===== config.mk =====
export PLATFORM = sky130hd
export DESIGN_NAME = gcd_sched
export DESIGN_NICKNAME = d
export VERILOG_FILES = /design/src/rtl/gcd_pkg.sv /design/src/rtl/gcd_rr_arbiter.sv /design/src/rtl/gcd_sched.sv
export SDC_FILE = /design/constraint.sdc
export NUM_CORES = 1
export LEC_CHECK = 0
export CORE_ASPECT_RATIO = 1.5
export CORE_MARGIN = 5
export CORE_UTILIZATION = 40
export CTS_CLUSTER_SIZE = 40
export DETAILED_ROUTE_END_ITERATION = 7
export GPL_TIMING_DRIVEN = 0
export PLACE_DENSITY = 0.71
export RECOVER_POWER = 100
export SLEW_MARGIN = 30
export SYNTH_ARGS = -nofsm -noshare
export SYNTH_HDL_FRONTEND = slang
export SYNTH_SLANG_ARGS = --single-unit

===== constraint.sdc =====
create_clock -name clk_i -period 3.7 [get_ports clk_i]
set_input_delay 0.74 -clock clk_i [delete_from_list [all_inputs] [get_ports clk_i]]
set_output_delay 0.74 -clock clk_i [all_outputs]
set_load 0.005 [all_outputs]

===== src/rtl/gcd_pkg.sv =====
// Shared types for the GCD scheduler: A/B register update codes and FSM states.
package gcd_pkg;

  typedef enum logic [1:0] {
    A_SUB    = 2'b00,
    A_LOAD   = 2'b01,
    A_FROM_B = 2'b10,
    A_HOLD   = 2'b11
  } a_op_e;

  typedef enum logic [1:0] {
    B_LOAD   = 2'b00,
    B_FROM_A = 2'b01,
    B_HOLD   = 2'b10
  } b_op_e;

  typedef enum logic [1:0] {
    IDLE = 2'b00,
    CALC = 2'b01,
    RESP = 2'b10
  } state_e;

endpackage


===== src/rtl/gcd_rr_arbiter.sv =====
// Combinational round-robin arbiter: picks the first requester at or after ptr,
// wrapping; the pointer register itself lives in the parent.
module gcd_rr_arbiter #(
  parameter int NUM_REQ = 4,
  parameter int IdW     = $clog2(NUM_REQ)
) (
  input  logic [NUM_REQ-1:0] req,
  input  logic [IdW-1:0]     ptr,
  output logic [NUM_REQ-1:0] grant_oh,
  output logic [IdW-1:0]     grant_idx,
  output logic               any_req
);

  logic [IdW:0] idx_s;

  // Scan farthest-to-nearest so the last hit, i.e. the nearest to ptr, wins.
  always_comb begin
    grant_oh  = {NUM_REQ{1'b0}};
    grant_idx = {IdW{1'b0}};
    any_req   = 1'b0;
    idx_s     = {(IdW+1){1'b0}};
    for (int i = NUM_REQ - 1; i >= 0; i--) begin
      idx_s = {1'b0, ptr} + (IdW+1)'(i);
      if (idx_s >= (IdW+1)'(NUM_REQ)) begin
        idx_s = idx_s - (IdW+1)'(NUM_REQ);
      end else begin
        idx_s = idx_s;
      end
      if (req[idx_s[IdW-1:0]]) begin
        any_req   = 1'b1;
        grant_idx = idx_s[IdW-1:0];
      end else begin
        any_req   = any_req;
      end
    end
    grant_oh[grant_idx] = any_req;
  end

endmodule


===== src/rtl/gcd_sched.sv =====
// Shares one subtract-and-swap GCD engine between NUM_REQ requesters.
// Optional: GCD_SCHED_ITER_CNT_EN adds rsp_iter_o, the CALC cycle count per job.
module gcd_sched
  import gcd_pkg::*;
#(
  parameter  int BusSize = 8,
  parameter  int NUM_REQ = 4,
  localparam int IdW     = $clog2(NUM_REQ)
) (
  input  logic                       clk_i,
  input  logic                       rst_ni,
  input  logic [NUM_REQ-1:0]         req_valid_i,
  input  logic [NUM_REQ*BusSize-1:0] req_a_i,
  input  logic [NUM_REQ*BusSize-1:0] req_b_i,
  output logic [NUM_REQ-1:0]         req_ready_o,
  output logic                       rsp_valid_o,
  input  logic                       rsp_ready_i,
  output logic [BusSize-1:0]         rsp_gcd_o,
  output logic [IdW-1:0]             rsp_id_o,
  output logic                       busy_o
`ifdef GCD_SCHED_ITER_CNT_EN
  ,
  output logic [BusSize:0]           rsp_iter_o
`endif
);

  state_e               state_r, state_nxt_s;
  a_op_e                a_op_s;
  b_op_e                b_op_s;
  logic [BusSize-1:0]   a_r, b_r, rsp_gcd_r, result_s, a_in_s, b_in_s;
  logic [IdW-1:0]       id_r, rr_r, rr_nxt_s, grant_idx_s;
  logic [NUM_REQ-1:0]   grant_oh_s, req_ready_s;
  logic                 any_req_s, accept_s, done_s, rsp_valid_r, busy_r;

  gcd_rr_arbiter #(.NUM_REQ(NUM_REQ), .IdW(IdW)) u_arb (
    .req       (req_valid_i),
    .ptr       (rr_r),
    .grant_oh  (grant_oh_s),
    .grant_idx (grant_idx_s),
    .any_req   (any_req_s)
  );

  assign a_in_s   = req_a_i[grant_idx_s*BusSize +: BusSize];
  assign b_in_s   = req_b_i[grant_idx_s*BusSize +: BusSize];
  assign rr_nxt_s = (grant_idx_s == IdW'(NUM_REQ - 1)) ? {IdW{1'b0}} : grant_idx_s + IdW'(1);

  // Next state, operand op codes and the combinational accept strobe.
  always_comb begin
    state_nxt_s = state_r;
    a_op_s      = A_HOLD;
    b_op_s      = B_HOLD;
    req_ready_s = {NUM_REQ{1'b0}};
    result_s    = rsp_gcd_r;
    accept_s    = 1'b0;
    done_s      = 1'b0;
    case (state_r)
      IDLE: begin
        // Gated by rst_ni so no requester sees a grant while reset is held.
        if (any_req_s && rst_ni) begin
          req_ready_s = grant_oh_s;
          accept_s    = 1'b1;
          a_op_s      = A_LOAD;
          b_op_s      = B_LOAD;
          state_nxt_s = CALC;
        end else begin
          state_nxt_s = IDLE;
        end
      end
      CALC: begin
        if (a_r == {BusSize{1'b0}}) begin
          result_s = b_r;
          done_s   = 1'b1;
        end else if (b_r == {BusSize{1'b0}} || a_r == b_r) begin
          result_s = a_r;
          done_s   = 1'b1;
        end else if (a_r < b_r) begin
          a_op_s = A_FROM_B;
          b_op_s = B_FROM_A;
        end else begin
          a_op_s = A_SUB;
        end
        state_nxt_s = done_s ? RESP : CALC;
      end
      RESP: begin
        if (rsp_ready_i) begin
          state_nxt_s = IDLE;
        end else begin
          state_nxt_s = RESP;
        end
      end
      default: state_nxt_s = IDLE;
    endcase
  end

  // State, operand, id/pointer and response registers.
  always_ff @(posedge clk_i) begin
    if (!rst_ni) begin
      state_r     <= IDLE;
      a_r         <= {BusSize{1'b0}};
      b_r         <= {BusSize{1'b0}};
      id_r        <= {IdW{1'b0}};
      rr_r        <= {IdW{1'b0}};
      rsp_gcd_r   <= {BusSize{1'b0}};
      rsp_valid_r <= 1'b0;
      busy_r      <= 1'b0;
    end else begin
      state_r     <= state_nxt_s;
      rsp_valid_r <= (state_nxt_s == RESP);
      busy_r      <= (state_nxt_s != IDLE);
      case (a_op_s)
        A_SUB:    a_r <= a_r - b_r;
        A_LOAD:   a_r <= a_in_s;
        A_FROM_B: a_r <= b_r;
        A_HOLD:   a_r <= a_r;
        default:  a_r <= a_r;
      endcase
      case (b_op_s)
        B_LOAD:   b_r <= b_in_s;
        B_FROM_A: b_r <= a_r;
        B_HOLD:   b_r <= b_r;
        default:  b_r <= b_r;
      endcase
      if (accept_s) begin
        id_r <= grant_idx_s;
        rr_r <= rr_nxt_s;
      end else begin
        id_r <= id_r;
        rr_r <= rr_r;
      end
      if (done_s) begin
        rsp_gcd_r <= result_s;
      end else begin
        rsp_gcd_r <= rsp_gcd_r;
      end
    end
  end

  assign req_ready_o = req_ready_s;
  assign rsp_valid_o = rsp_valid_r;
  assign rsp_gcd_o   = rsp_gcd_r;
  assign rsp_id_o    = id_r;
  assign busy_o      = busy_r;

`ifdef GCD_SCHED_ITER_CNT_EN
  logic [BusSize:0] iter_r;

  // Saturating count of CALC cycles; frozen outside CALC so it holds during RESP.
  always_ff @(posedge clk_i) begin
    if (!rst_ni) begin
      iter_r <= {(BusSize+1){1'b0}};
    end else if (accept_s) begin
      iter_r <= {(BusSize+1){1'b0}};
    end else if (state_r == CALC && iter_r != {(BusSize+1){1'b1}}) begin
      iter_r <= iter_r + (BusSize+1)'(1);
    end else begin
      iter_r <= iter_r;
    end
  end

  assign rsp_iter_o = iter_r;
`endif

endmodule


# ---- After elaboration in Yosys (flattened, before gate mapping)
# Cells that the tools add are included.
dict set report totals {
  elab_cells 101
  input_bits 71
  latchBits 0
  ram_bits 0
  rom_bits 0
  register_bits 32
  output_inout_bits 16
  memories 0
}
dict set report op_classes {
  n_bitwise 1
  order_cmp 11
  add_sub_neg 9
  mul 0
  eq_ne 9
  n_shift 2
  div_mod_pow 0
  mux 49
  n_reduce_logical 12
}
# cell count
set ops {}
lappend ops {{$shiftx 32x6->8} 2}
lappend ops {{$mux 2} 19}
lappend ops {{$pmux 8 s3} 1}
lappend ops {{$logic_not 8->1} 2}
lappend ops {{$mux 1} 16}
lappend ops {{$mux 8} 2}
lappend ops {{$pmux 8 s2} 1}
lappend ops {{$lt 2x3->1 const B} 5}
lappend ops {{$eq 2x2->1 const B} 5}
lappend ops {{$ge 3x3->1 const B} 3}
lappend ops {{$bmux 1 s2} 4}
lappend ops {{$eq 8x8->1} 1}
lappend ops {{$lt 8x8->1} 1}
lappend ops {{$mux 4} 2}
lappend ops {{$pmux 2 s2} 2}
lappend ops {{$sub 2x1->2 const B} 4}
lappend ops {{$sub 8x8->8} 1}
lappend ops {{$add 2x2->3 const B} 2}
lappend ops {{$eq 2x1->1 const B} 3}
lappend ops {{$logic_not 2->1} 3}
lappend ops {{$pmux 2 s3} 1}
lappend ops {{$reduce_bool 2->1} 3}
lappend ops {{$and 4x4->4} 1}
lappend ops {{$add 2x1->3 const B} 1}
lappend ops {{other kinds (7)} 8}

# ---- Depth between registers and ports, before layout
dict set report depth {
  ltp_word 16
  mapped_depth 14
  ltp_nobuf 14
}

# ---- Modules after synthesis
# A second synthesis with hierarchy kept.
dict set report unflattened {
  hier_cells 297
  area_unflattened_um2 2628.8
}
# module area_each_um2 n_inst cells_each seq_area_each_um2
set by_module_without_submodules {}
lappend by_module_without_submodules {gcd_sched 2453.6 1 267 640.6}
lappend by_module_without_submodules {gcd_rr_arbiter 175.2 1 30 0.0}

# ---- Least setup slack after synthesis
# Ideal clock, no wire load.
dict set report synth_path {
  path_kind {input to register}
  start {in req_valid_i[1]}
  end {reg a_r[4]}
  arrival_ns 2.679
  setup_ns 0.122
  n_path_buf 1
  stages 8
  required_time_ns 3.578
  slack_ns 0.900
  path_cell_list {or4_1 > and3_1 > clkbuf_1 > a21oi_1 > ha_1 > nor2_1 > o311a_1 > a21oi_1}
}
dict set report synth_between {
  elab_chain_cells 11
  word_cells_on_any_way 25
  cone_classes {eq/ne (3); shift (1); mux (19); reduce/logical (2)}
}
# element line_no
set synth_rtl {}
lappend synth_rtl {{from (decl)} gcd_sched.sv:12} ;# input logic [NUM_REQ-1:0] req_valid_i,
lappend synth_rtl {{branches (longest 11 deep; another with $shiftx 32x6->8)} --}
lappend synth_rtl {{to (signal assigned)} gcd_sched.sv:111} ;# A_SUB: a_r <= a_r - b_r;
lappend synth_rtl {{to (signal assigned)} gcd_sched.sv:112} ;# A_LOAD: a_r <= a_in_s;
lappend synth_rtl {{to (signal assigned)} gcd_sched.sv:113} ;# A_FROM_B: a_r <= b_r;
lappend synth_rtl {{to (decl)} gcd_sched.sv:30} ;# logic [BusSize-1:0] a_r, b_r, rsp_gcd_r, result_s, a_in_s, b_in_s;
# Parallel ways; which one is timed is not known. The select of a mux whose other input is x is not followed.
# A chain may end at the register's enable or synchronous reset.

# ---- Worst setup path after layout
dict set report layout_path {
  start {in req_valid_i[3]}
  end {out req_ready_o[1]}
}
dict set report layout_between {
  elab_chain_cells 13
  word_cells_on_any_way 25
  cone_classes {order compare (2); mux (20); bitwise (1); reduce/logical (2)}
}
# element line_no
set layout_rtl {}
lappend layout_rtl {{$bmux 1 s2} gcd_rr_arbiter.sv:29} ;# if (req[idx_s[IdW-1:0]]) begin
lappend layout_rtl {{$mux 1 (implied by the code)} gcd_rr_arbiter.sv:29}
lappend layout_rtl {{$mux 2 (4 in series)} gcd_rr_arbiter.sv:29}
lappend layout_rtl {{$lt 2x3->1 (implied by the code) or $ge 2x1->1 (tied branches)} gcd_rr_arbiter.sv:36} ;# grant_oh[grant_idx] = any_req;
lappend layout_rtl {{$logic_and 1x1->1 (implied by the code)} gcd_rr_arbiter.sv:36}
lappend layout_rtl {{$mux 1 (implied by the code)} gcd_rr_arbiter.sv:36}
lappend layout_rtl {{$demux 1 s2} --}
lappend layout_rtl {{$and 4x4->4 (no source line)} --}
lappend layout_rtl {{$mux 4 *} gcd_sched.sv:59} ;# if (any_req_s && rst_ni) begin
lappend layout_rtl {{$mux 4 *} gcd_sched.sv:56} ;# case (state_r)
lappend layout_rtl {{to (decl)} gcd_sched.sv:15} ;# output logic [NUM_REQ-1:0] req_ready_o,
# Every way passes the cells marked *; elsewhere a longest branch is shown, timed or not. The select of a mux whose other input is x is not followed.

==> metrics.yaml <==
timing.fmax_mhz: 281
ys_seq_area_frac: 0.254
grt_overflow: 0
peakVddDrop_mv: 0.204
synth_top_cells_by_area: "dfxtp_1 25%, a211oi_1 8.9%, ha_1 7.4%"
slew_violations: 0
drt_iter0_drc: 96
track_usage: 0.210
ctsHoldBuffers: 0
period_share: 0.963
syn-instance-count: 330
crit_path_end_kind: "output port"
worst-path-max-fanout: 9
dpl_worst_slack_ps: -451
antenna_found_initial: 0
status: "complete, no violations"
avgRoutedWirePerCell_um: 16.3
area_growth_pct: 43.2
synth_area_um2: 2530
die_area_um2: 8040
crit_type: "input port to output port"
vias: 2765
n_antenna_cell: 0
hp-class: "flop to flop"
final_common_cell: "clkdlybuf4s50_1"
die_w_um: 74.9
grt_pass1_wl_um: 13200
crit_path_start_kind: "input port"
final_nets: 512
clockBufferDepth: 2
synth_flop_cell: "dfxtp_1"
drive_above_1_share: 0.0659
fp.dieH_um: 107
cts_max_level: 2
cellLeakagePower_uw: 0.00147
ys_seq_elements: 32
cts_tree: "built"
avgViaCountPerCell: 5.54
ioPinCount: 87
clock-skew-final_ps: 7.50
finalHoldViolCount: 0
slew_headroom: 0.389
cts_root_buf: "clkbuf_8"
finish.utilization: 0.590
clk_pin_slew_ps: 70
final_cell_mix: "71 x clkdlybuf4s50_1, 34 x nor2_1, 32 x dfxtp_1, 31 x nand2_1, 30 x a211oi_1"
period_minus_slack_ps: 3560
setup_slack_ps: 136
grt_pass1_vias: 2894
drv_cap: 0
async_flop_share: 0
synth_cell_types: 50
num-fill-cells: 601
regArea_um2: 641
dr.pass1.iters: 4
yosys_warnings: 0
post-route-drc-count: 0
clk_latency_ps: 280
grt_start_max_net_pins: 12
clock_sinks: 32
synth-edff-count: 0
worstPathArrival_ps: 2820
start_util: 0.412
gp_congestion: 0.865
routed_wl_um: 8140
rsz0062_at_grt: "no"
synth_nets: 417
dp_hpwl_um: 6690
synth_top_area_share: 0.254
critPathRequiredTime_ps: 2960
core_um2: 6130
final_antenna_net_count: 0
setup_viol: 0
numPortBuffers: 86
syn_avg_cell_area_um2: 7.66
rows: 35
tightest_slew_ps: 908
yosys.area.top_type: "dfxtp_1"
cts_buffers: 5
cellPowerDensity_nw_per_um2: 604
multiInputGateArea_um2: 1690
## per-layer routing
| metal | vias up | global-route usage | wire (µm) |
|---|---|---|---|
| met5 | - | 0 | 0 |
| met4 | 0 | 0.101 | 272 |
| met3 | 16 | 0.0280 | 408 |
| met2 | 84 | 0.392 | 4350 |
| met1 | 1252 | 0.219 | 3110 |
| li1 | 1413 | - | - |
## worst paths after layout
check                                     from  slack, ps              to  cells after the start
worst max register to register          b_r[0]        410          a_r[5]                     11
worst min register to register     rsp_id_o[0]        450     rsp_id_o[0]                      2
worst max-delay path            req_valid_i[3]        140  req_ready_o[1]                      6
worst min-delay path               rsp_id_o[0]        450     rsp_id_o[0]                      2
## layout make-up
type                    instances  area share
flip-flops and latches         32       0.177
inverters                      24      0.0259
clock buffers                   7      0.0266
multi-input cells             252       0.468
repair buffers                 90       0.247
plain buffers                  20      0.0294
well taps                      74      0.0256
## worst max-delay path, stage by stage
cell,delay (ps)
clkdlybuf4s50_1,470
or4_1,570
and3_1,200
clkbuf_1,190
and2_1,220
clkdlybuf4s50_1,440
## power breakdown
part | switching [µW] | internal (µW) | leakage [µW]
Clock | 127 | 166 | 0.0000503
Sequential | 94.7 | 444 | 0.000263
Combinational | 733 | 619 | 0.00115
## synthesized netlist by cell type (all sizes together) (4+ instances only)
| master | number |
|---|---|
| nor2 | 34 |
| nand2 | 33 |
| dfxtp | 32 |
| a211oi | 30 |
| and3 | 28 |
| inv | 23 |
| a21oi | 18 |
| clkbuf | 15 |
| ha | 15 |
| a311oi | 11 |
| nand3 | 8 |
| buf | 7 |
| o31a | 7 |
| o311a | 6 |
| nor3 | 5 |
| a21o | 4 |
| and2 | 4 |
## metrics by stage
step	total power [µW]	hold slack, ps	instance area [µm²]	std cells	setup TNS [ps]
final	2180	454	3620	499	0
after detailed placement	1890	449	3480	490	-1630
after global routing	2370	469	3620	499	0
after CTS	2220	458	3620	499	0
after global placement	1870	442	3480	490	-1380
after floorplan	1470	453	2530	330	0
## cells by family after synthesis
family          Yosys count  synth area share
compound gates           99             0.302
xor+xnor                  5            0.0173
fa+ha+maj                16            0.0822
buf+inv                  46            0.0763
flops                    32             0.254
mux                       5            0.0208
simple gates            127             0.248
## state kept, by name, summed over array words and instances (netlist names)
| signal | flops |
|---|---|
| rr_r | 2 |
| a_r | 8 |
| rsp_valid_o | 1 |
| busy_o | 1 |
| b_r | 8 |
| rsp_gcd_o | 8 |
| state_r | 2 |
| rsp_id_o | 2 |
## timing repair
item / in CTS / in global routing
cloned: 0 / 0
buffers inserted: 4 / 0
resized for setup: 10 / 5
setup endpoints to repair: 4 / 4
pin swaps: 1 / 1
No activity file was read; power rests on OpenSTA's default activity.
